$ cat src/rtl/tsetlin_pkg.sv
// rtl/tsetlin_pkg.sv - shared LFSR geometry, default seed and feedback encoding for the Tsetlin environment
package tsetlin_pkg;

    localparam int LFSR_W = 8;

    // Feedback taps at bits 7,5,4,3 realise x^8+x^6+x^5+x^4+1 (maximal length, period 255)
    localparam logic [LFSR_W-1:0] LFSR_TAPS         = 8'b1011_1000;
    localparam logic [LFSR_W-1:0] LFSR_DEFAULT_SEED = 8'hA5;

    localparam logic PENALTY = 1'b1;
    localparam logic REWARD  = 1'b0;

    function automatic logic [LFSR_W-1:0] lfsr_next(input logic [LFSR_W-1:0] s);
        return {s[LFSR_W-2:0], ^(s & LFSR_TAPS)};
    endfunction

    // An all-zero state would lock the LFSR, so a zero seed is promoted to one
    function automatic logic [LFSR_W-1:0] lfsr_safe_seed(input logic [LFSR_W-1:0] s);
        return (s == '0) ? {{(LFSR_W-1){1'b0}}, 1'b1} : s;
    endfunction

endpackage

$ cat src/rtl/tsetlin_lfsr.sv
// rtl/tsetlin_lfsr.sv - 8-bit Fibonacci LFSR, advances once per enabled edge
module tsetlin_lfsr
    import tsetlin_pkg::*;
#(
    parameter logic [LFSR_W-1:0] SEED = LFSR_DEFAULT_SEED
) (
    input  logic              clk,
    input  logic              rst,
    input  logic              en,
    output logic [LFSR_W-1:0] q
);

    localparam logic [LFSR_W-1:0] RESET_STATE = lfsr_safe_seed(SEED);

    always_ff @(posedge clk) begin
        if (!rst) begin
            q <= RESET_STATE;
        end else if (en) begin
            q <= lfsr_next(q);
        end
    end

endmodule

$ cat src/rtl/tsetlin_env.sv
// rtl/tsetlin_env.sv - stochastic reward/penalty environment with convergence detector
// Optional step/penalty statistics counters enabled by defining TSETLIN_ENV_STATS_EN.
module tsetlin_env
    import tsetlin_pkg::*;
#(
    parameter logic [7:0] LFSR_SEED = LFSR_DEFAULT_SEED,
    parameter logic [7:0] C0        = 8'd51,
    parameter logic [7:0] C1        = 8'd204,
    parameter int         CONV_LEN  = 16
) (
    input  logic        clk,
    input  logic        rst,
    input  logic        en,
    input  logic        alpha,
    output logic        x,
    output logic        converged,
    output logic        conv_action
`ifdef TSETLIN_ENV_STATS_EN
    ,
    output logic [15:0] step_cnt,
    output logic [15:0] pen_cnt
`endif
);

    localparam logic [7:0] CONV_MAX = 8'(CONV_LEN);

    logic [7:0] lfsr_q;
    logic [7:0] run_cnt;
    logic [7:0] run_next;
    logic       x_next;

    tsetlin_lfsr #(
        .SEED (LFSR_SEED)
    ) u_lfsr (
        .clk (clk),
        .rst (rst),
        .en  (en),
        .q   (lfsr_q)
    );

    // Compare uses the pre-advance LFSR value; the LFSR moves on the same edge
    assign x_next = (lfsr_q < (alpha ? C1 : C0)) ? PENALTY : REWARD;

    always_comb begin
        run_next = 8'd0;
        if (alpha == conv_action) begin
            run_next = (run_cnt >= CONV_MAX) ? CONV_MAX : run_cnt + 8'd1;
        end
    end

    always_ff @(posedge clk) begin
        if (!rst) begin
            x           <= REWARD;
            run_cnt     <= 8'd0;
            conv_action <= 1'b0;
            converged   <= 1'b0;
        end else if (en) begin
            x           <= x_next;
            run_cnt     <= run_next;
            conv_action <= alpha;
            converged   <= (run_next == CONV_MAX);
        end
    end

`ifdef TSETLIN_ENV_STATS_EN
    always_ff @(posedge clk) begin
        if (!rst) begin
            step_cnt <= 16'd0;
            pen_cnt  <= 16'd0;
        end else if (en) begin
            if (step_cnt != 16'hFFFF) begin
                step_cnt <= step_cnt + 16'd1;
            end
            if (x_next == PENALTY && pen_cnt != 16'hFFFF) begin
                pen_cnt <= pen_cnt + 16'd1;
            end
        end
    end
`endif

endmodule

$ cat config.mk
export PLATFORM = sky130hd
export DESIGN_NAME = tsetlin_env
export DESIGN_NICKNAME = d
export VERILOG_FILES = /design/src/rtl/tsetlin_pkg.sv /design/src/rtl/tsetlin_lfsr.sv /design/src/rtl/tsetlin_env.sv
export SDC_FILE = /design/constraint.sdc
export NUM_CORES = 1
export LEC_CHECK = 0
export BUFFER_PORTS_ARGS = -buffer_cell sky130_fd_sc_hd__buf_2
export CAP_MARGIN = 20
export CORE_MARGIN = 2
export CORE_UTILIZATION = 44
export DETAILED_ROUTE_END_ITERATION = 8
export SYNTH_ARGS = -nofsm -noshare
export SYNTH_HDL_FRONTEND = slang
export SYNTH_SLANG_ARGS = --single-unit
$ cat constraint.sdc
create_clock -name clk -period 1.8 [get_ports clk]
set_input_delay 0.36 -clock clk [delete_from_list [all_inputs] [get_ports clk]]
set_output_delay 0.36 -clock clk [all_outputs]
set_load 0.01 [all_outputs]
# Word level (Yosys, flattened, before mapping)
# Cells that the tools add are included.
[totals]
reg_bits = 19
in_bits = 4
out_inout_bits = 3
elab_cells = 15
[op_classes]
add_sub_neg = 1
n_lt_le_gt_ge = 2
n_eq_ne = 2
mux = 4
reduce_logical = 1
[op_table]
columns = ["op", "n"]
rows = [
  ["8-bit 2-to-1 mux", 3],
  ["8-bit by 1-bit adder with 8-bit output (second input constant)", 1],
  ["8-bit by 5-bit equality test with 1-bit output (second input constant)", 1],
  ["8-bit by 5-bit >= comparator with 1-bit output (second input constant)", 1],
  ["8-bit < comparator", 1],
  ["8-bit XOR reduction", 1],
  ["1-bit equality test", 1],
  ["1-bit 2-to-1 mux", 1],
]

# Logic depth before layout (Yosys ltp)
# Gate-level depths: netlist of the first run.
[logic_depth]
depth_word = 4
ltp_mapped = 6
ltp_nobuf = 6

# Cells and area by module
# Synthesis of the first run repeated with hierarchy kept, for this count alone.
[unflattened]
hier_cells = 98
hier_area_um2 = 982.2
[modules_own_cells]
columns = ["module", "instances", "cells_each", "area_per_inst_um2", "seq_area_each_um2"]
rows = [
  ["tsetlin_env", 1, 70, 668.1, 220.2],
  ["tsetlin_lfsr", 1, 28, 314.1, 160.2],
]

# Worst setup path before layout of the first run
# OpenSTA, ideal clock, no wires.
[synth_timing]
path_type = "flip-flop to flip-flop"
from = "register run_cnt[0]"
to = "register converged"
setup_ps = 74
t_arrival_ps = 1145
t_required_ps = 1726
path_slack_ps = 581
stages_incl_launch_ff = 6
path_buffers = 0
synth_period_minus_slack_ps = 1219
path_cell_list = "dfxtp_1 > ha_1 > nand3_1 > a211oi_1 > o21ai_0 > o21ai_0"
[synth_between]
elab_chain_len = 4
word_cells_on_any_way = 5
cone_classes = "add/sub: 1; order compare: 1; eq/ne: 1; mux: 2"
[synth_lines]
columns = ["element", "line_no", "text"]
rows = [
  ["start: declaration", "tsetlin_env.sv:28", "logic [7:0] run_cnt;"],
  ["start signal: assignment", "tsetlin_env.sv:59", "run_cnt <= run_next;"],
  ["8-bit by 1-bit adder with 8-bit output or 8-bit by 5-bit >= comparator with 1-bit output (tied branches)", "tsetlin_env.sv:47", "run_next = (run_cnt >= CONV_MAX) ? CONV_MAX : run_cnt + 8'd1;"],
  ["8-bit 2-to-1 mux (*)", "tsetlin_env.sv:47", ""],
  ["8-bit 2-to-1 mux (*)", "tsetlin_env.sv:46", "if (alpha == conv_action) begin"],
  ["8-bit by 5-bit equality test with 1-bit output (*)", "tsetlin_env.sv:61", "converged <= (run_next == CONV_MAX);"],
  ["end signal: assignment", "tsetlin_env.sv:61", ""],
  ["end: declaration", "tsetlin_env.sv:16", "output logic converged,"],
]
# Every way passes the cells marked *; elsewhere a longest branch is shown, timed or not.
# A chain may end at the register's enable or synchronous reset.

# Worst setup path in the final report of the first run
# Ends and elaborated chain as after synthesis.

==> results.md, run 1 <==
* Worst-path cell with the longest stage delay: sky130_fd_sc_hd__dfxtp_1
* I/O pins at 7
* Wirelength per Cell at 12.1 um
* Clock tree from TritonCTS: done
* Detailed-router iteration count before antenna repair at 4
* Layout overhead on the synthesized area at 7.54%
* Total Routing Usage GR at 0.148
* Setup crit start kind: register
* Layout cells sized above 1 at 0.142
* Actual slew at the worst max-slew pin at 0.344 ns
* Clk sink count at 19
* Total number of vias at 685
* H-Tree Depth at 1
* Setup Viol. Count Final at 0
* Total die area at 2620 um^2
* Final routed DRC violation total at 0
* Number of enable flip-flop cells after synthesis at 0
* Overall power of the completed layout at 0.000806 W
* Post-layout net count at 120
* Overall routed net length at 1620 um
* Clock tree root buffer cell: sky130_fd_sc_hd__clkbuf_4
* Average instance area after synthesis at 10.0 um^2
* Cell repeated most along the worst path: sky130_fd_sc_hd__o21ai_0
* Worst path cell trace: ha_1, nand3_1, a211oi_1, o21ai_0, o21ai_0
* Syn nets at 111
* Maximum number of pins on one net before global-route repair at 18
* Min-Delay Path Class: primary input to register
* LEAKAGE at 0.479 nW
* Post_cts resized at 0
* Total Neg Setup Slack at 0 ns
* Global-route wire length before repair at 2930 um
* Vias in the first global route at 663
* Worst endpoint data arrival time at 1.68 ns
* Antenna Violating Nets Remaining at 0
* Reported max-cap violation count at 0
* Top_reg_cell synth: sky130_fd_sc_hd__dfxtp_1
* Maximum VDD drop at 0.512 mV
* Number of diodes added for antenna fixing at 0
* Die height at 51.2 um
* Largest fanout on the critical path at 4
* IO buf count at 6
* Pins over their slew limit at 0
* Yosys top cell by area: sky130_fd_sc_hd__dfxtp_1
* Number of instances in the synthesized netlist at 98
* Data required time of the worst path at 2.02 ns
* Top cell family by delay on the critical path: compound AO/OA/AOI/OAI gates
* Global placement routability congestion at 0.661
* Number of hold-slack violations in the final timing report at 0
* Leading cell types by total area after synthesis: sky130_fd_sc_hd__dfxtp_1 39%, sky130_fd_sc_hd__ha_1 11%, sky130_fd_sc_hd__mux2i_1 9.2%
* Unrepaired setup endpoints after global routing: false
* Number of rows in the core area at 17
* Grt total ovfl at 0
* Buffer and inverter count on the worst path at 0
* Number of distinct standard cells referenced by the synthesized netlist at 32
* Highest attainable clock frequency at 0.688 GHz
* Post-route standard cell area excluding fillers at 1050 um^2
* Leading cell type in the layout, fill and taps excluded: sky130_fd_sc_hd__dfxtp_1
* Clock-pin slew on the worst setup and hold paths at 0.11 ns
* #FFs+latches synth at 19
* Post-synthesis sequential area ratio at 0.388
* Total CTS buffers at 3
* X dimension of the die at 51.2 um
* Core region area at 2150 um^2
* Setup Fix Bufs, Post-CTS at 0
* Pwr Density at 765 nW/um^2
* Tmin final at 1.45 ns
* CP max stage delay at 0.41 ns
* Run status: complete, no violations
* Worst Path Class, Setup: register to register
* Most frequent cells in the layout: 19 x sky130_fd_sc_hd__dfxtp_1, 9 x sky130_fd_sc_hd__nand2_1, 9 x sky130_fd_sc_hd__mux2i_1, 9 x sky130_fd_sc_hd__ha_1
* Source-to-sink clock delay at the later pin of the worst-skew pair at 0.30 ns
* Fin Clk Skew at 0.00453 ns
* CTS hold repair buffers at 0
* Share of synthesized flip-flops with an asynchronous set or reset at 0
* Max-Slew Margin vs Limit at 0.770
* Maximum count of clock buffers along a single path at 2
* Post-DR vias/cell at 5.11
* Count of yosys warnings during synthesis at 0
* Area of the mapped netlist at 980 um^2
* Number of DRC markers after the initial detailed-route iteration at 5
* Top cell type's share of synthesized area at 0.388
* Type of element capturing the critical path: register
* Number of antenna violations at the first check in global routing at 0
* Detailed-placement wirelength estimate at 1230 um
* Period utilisation layout at 0.808
* Starting density of the core at 0.456
* Cell area after placement at 1030 um^2
## stage by stage
step,hold WS (ns),cells,worst slack [ns],util
4_1_cts,0.348,134,0.316,0.490
2_1_floorplan,0.465,98,0.581,-
5_1_grt,0.354,134,0.148,0.490
3_5_place_dp,0.471,130,0.259,0.478
6_report,0.354,134,0.346,0.490
3_3_place_gp,0.436,130,0.355,0.478
## power breakdown
group | internal, W | switching (W) | total (W)
clock | 0.0000827 | 0.000131 | 0.000213
combinational | 0.0000625 | 0.0000663 | 0.000129
sequential | 0.000443 | 0.0000209 | 0.000464
total | 0.000588 | 0.000218 | 0.000806
## final timing paths
kind / start / end / slack, ns / cells after the start
worst max-delay path: run_cnt[0] / converged / 0.35 / 5
worst min-delay path: rst / u_lfsr.q[0] / 0.35 / 2
worst max register to register: run_cnt[0] / converged / 0.35 / 5
worst min register to register: converged / converged / 0.48 / 2
## kinds of logic (layout without fill, tap and decap cells)
family	Yosys count	after routing	share of synthesized area
AOI/OAI and AO/OA	15	15	0.105
adders and majority gates	9	9	0.115
buffers and inverters	6	14	0.0383
DFF	19	19	0.388
xor gates and xnor gates	6	6	0.0536
muxes	9	9	0.0920
and+or+nand+nor	34	34	0.208
## sequential cells by signal, summed over array words and instances, names as in the netlist
register and count:
x 1, u_lfsr.q 8, conv_action 1, converged 1, run_cnt 8
## worst register-to-register path, stage by stage (launching register included)
cell and delay, ns:
sky130_fd_sc_hd__dfxtp_1 0.41, sky130_fd_sc_hd__ha_1 0.27, sky130_fd_sc_hd__nand3_1 0.10, sky130_fd_sc_hd__a211oi_1 0.30
sky130_fd_sc_hd__o21ai_0 0.14, sky130_fd_sc_hd__o21ai_0 0.17
## routing by layer
metal,vias to the layer above,global-route usage,share of wire
li1,356,-,-
met1,316,0.179,0.48
met2,9,0.255,0.49
met3,4,0.0263,0.025
met4,0,0.0676,0.011
met5,-,0,0
## cell usage after synthesis, types with 2 or more instances
cell type                 count
sky130_fd_sc_hd__and2_1       4
sky130_fd_sc_hd__xor2_1       4
sky130_fd_sc_hd__a21oi_1      2
sky130_fd_sc_hd__mux2i_1      9
sky130_fd_sc_hd__nor2b_1      6
sky130_fd_sc_hd__nand4_1      2
sky130_fd_sc_hd__buf_6        2
sky130_fd_sc_hd__nor2_1       2
sky130_fd_sc_hd__dfxtp_1     19
sky130_fd_sc_hd__xnor2_1      2
sky130_fd_sc_hd__ha_1         9
sky130_fd_sc_hd__inv_1        3
sky130_fd_sc_hd__o21ai_0      3
sky130_fd_sc_hd__nand2_1      9
sky130_fd_sc_hd__nand3_1      4
sky130_fd_sc_hd__a21o_1       2
## cell type report
class,instances,area [um^2]
Timing Repair Buffer,7,37.5
Multi-Input combinational cell,73,562
Sequential cell,19,380
Fill cell,222,1090
Tap cell,28,35.0
Inverter,3,11.3
Clock inverter,1,5.00
Clock buffer,3,22.5
Note: power is estimated with default switching activity, not from simulation.
==> run 2, diff against run 1 <==
==> constraint.sdc (replaced) <==
create_clock -name clk -period 1.5 [get_ports clk]
set_input_delay 0.3 -clock clk [delete_from_list [all_inputs] [get_ports clk]]
set_output_delay 0.3 -clock clk [all_outputs]
set_load 0.01 [all_outputs]
==> run 2 against run 1 <==
  * Worst hold slack got worse by 0.047 ns
  * Die area did not move
  * Worst setup slack got worse by 0.13 ns
  * Clock skew rose by 0.0031 ns
  * Count of clock-buffer cells in the layout did not move
  * Clock power rose by 23%
  * Sequential cell count did not move
  * Sequential share of layout area fell by 0.51 points
  * Routed wire length rose by 0.19%
  * Critical path type unchanged
  * Critical endpoint unchanged
  * Highest routed layer unchanged
==> results.md, run 2 (synthesis results as in run 1) <==
* Total CTS buffers at 3 (unchanged)
* Cell repeated most along the worst path: sky130_fd_sc_hd__o21ai_0
* Overall routed net length at 1620 um (+0.19%)
* Setup crit start kind: register
* Setup Viol. Count Final at 0 (unchanged)
* Largest fanout on the critical path at 4 (unchanged)
* Data required time of the worst path at 1.74 ns (-0.28 ns)
* Wirelength per Cell at 11.9 um (-1.3%)
* Storage element area at 380 um^2 (unchanged)
* Core region area at 2150 um^2 (unchanged)
* Layout cells sized above 1 at 0.157 (+0.0159)
* Unrepaired setup endpoints after global routing: false
* IO buf count at 6 (unchanged)
* Worst-path cell with the longest stage delay: sky130_fd_sc_hd__dfxtp_1
* Run status: complete, no violations
* Min-Delay Path Class: primary input to register
* Period utilisation layout at 0.856 (+0.0482)
* Pins over their slew limit at 0 (unchanged)
* LEAKAGE at 0.489 nW (+2.1%)
* Grt total ovfl at 0 (unchanged)
* Clock tree from TritonCTS: done
* Worst Path Class, Setup: register to register
* Post_cts resized at 0 (unchanged)
* Post-DR vias/cell at 5.01 (-2.0%)
* Detailed-router iteration count before antenna repair at 2 (-2)
* Area taken by multi-input logic gates at 562 um^2 (unchanged)
* Number of diodes added for antenna fixing at 0 (unchanged)
* Maximum VDD drop at 0.641 mV (+25%)
* Total die area at 2620 um^2 (unchanged)
* Vias in the first global route at 689 (+3.9%)
* Die height at 51.2 um (unchanged)
* Antenna Violating Nets Remaining at 0 (unchanged)
* Post-layout net count at 122 (+1.7%)
* Buffer and inverter count on the worst path at 0 (unchanged)
* Worst path cell trace: ha_1, nand3_1, a211oi_1, o21ai_0, o21ai_0
* Clock tree root buffer cell: sky130_fd_sc_hd__clkbuf_4
* Filler cell count in the final layout at 213 (-4.1%)
* Clk sink count at 19 (unchanged)
* Global placement routability congestion at 0.685 (+3.6%)
* Leading cell type in the layout, fill and taps excluded: sky130_fd_sc_hd__dfxtp_1
* Hold WS at 0.307 ns (-0.0465 ns)
* Total number of vias at 681 (-0.58%)
* X dimension of the die at 51.2 um (unchanged)
* Actual slew at the worst max-slew pin at 0.341 ns (-0.00323 ns)
* Pwr Density at 911 nW/um^2 (+19%)
* Layout overhead on the synthesized area at 9.07%
* I/O pins at 7 (unchanged)
* Setup Fix Bufs, Post-CTS at 0 (unchanged)
* Most frequent cells in the layout: 19 x sky130_fd_sc_hd__dfxtp_1, 9 x sky130_fd_sc_hd__nand2_1, 9 x sky130_fd_sc_hd__mux2i_1, 9 x sky130_fd_sc_hd__ha_1
* Highest attainable clock frequency at 0.779 GHz (+13%)
* Type of element capturing the critical path: register
* Final routed DRC violation total at 0 (unchanged)
* Number of rows in the core area at 17 (unchanged)
* Top cell family by delay on the critical path: compound AO/OA/AOI/OAI gates
* Number of DRC markers after the initial detailed-route iteration at 2 (-3)
* Number of hold-slack violations in the final timing report at 0 (unchanged)
* Source-to-sink clock delay at the later pin of the worst-skew pair at 0.30 ns (about the same)
* Maximum number of pins on one net before global-route repair at 12 (-6)
* Tmin final at 1.28 ns (-0.170 ns)
* Max-Slew Margin vs Limit at 0.772 (+0.00216)
* Number of antenna violations at the first check in global routing at 0 (unchanged)
* Fin Clk Skew at 0.00762 ns (+0.00309 ns)
* Total Neg Setup Slack at 0 ns (unchanged)
* Maximum count of clock buffers along a single path at 2 (unchanged)
* Starting density of the core at 0.456 (unchanged)
* Clock-pin slew on the worst setup and hold paths at 0.11 ns (about the same)
* Reported max-cap violation count at 0 (unchanged)
* CP max stage delay at 0.39 ns (-0.02 ns)
* Global-route wire length before repair at 2910 um (-0.48%)
* Total Routing Usage GR at 0.154 (+0.00514)
* H-Tree Depth at 1 (unchanged)
* Worst endpoint data arrival time at 1.52 ns (-0.16 ns)
* Registers with the most flip-flops: run_cnt (8), u_lfsr.q (8)
* CTS hold repair buffers at 0 (unchanged)
* Detailed-placement wirelength estimate at 1290 um (+4.1%)
[run 2: changes by cell type in the layout (fill, tap and decap cells not counted), sizes merged]
| cell | before | now |
|---|---|---|
| buf | 7 | 9 |
[run 2: stage by stage]
step / worst slack, ns / power [W] / utilization / cells / cell area, um^2
after floorplan: 0.281 / 0.000686 / - / 98 / 980
after global placement: 0.117 / 0.000721 / 0.485 / 132 / 1040
after detailed placement: 0.0286 / 0.000726 / 0.485 / 132 / 1040
after CTS: 0.177 / 0.000987 / 0.497 / 136 / 1070
after global routing: 0.0812 / 0.00103 / 0.497 / 136 / 1070
final: 0.216 / 0.000973 / 0.497 / 136 / 1070
[run 2: final timing paths]
check	start	endpoint	slack, ns	cells after the start
worst max-delay path	run_cnt[0]	converged	0.22	5
worst min-delay path	rst	run_cnt[1]	0.31	2
worst max register to register	run_cnt[0]	converged	0.22	5
worst min register to register	converged	converged	0.46	2
[run 2: metal layers]
metal | share of wire | wire length (um) | vias up | GRT usage
met5 | 0 | 0 | - | 0
met4 | 0.028 | 46 | 0 | 0.108
met3 | 0.019 | 30 | 4 | 0.0263
met2 | 0.51 | 819 | 5 | 0.273
met1 | 0.45 | 724 | 310 | 0.163
li1 | - | - | 362 | -
[run 2: cell type report]
type                            count  share of cell area
Inverter                            3              0.0105
Clock buffer                        3              0.0211
Tap cell                           28              0.0328
Timing Repair Buffer                9              0.0492
Clock inverter                      1             0.00468
Multi-Input combinational cell     73               0.526
Sequential cell                    19               0.356
[run 2: worst register-to-register path: cells and delay by family (launching register included)]
kind | cells | cell delay (ns)
AO/OA/AOI/OAI | 3 | 0.56
adder cells (fa/ha/maj) | 1 | 0.19
flip-flops | 1 | 0.39
AND/OR/NAND/NOR | 1 | 0.10
[run 2: power by group]
group / switching (W) / internal (W)
sequential: 0.0000240 / 0.000531
combinational: 0.0000791 / 0.0000772
clock: 0.000162 / 0.0000993
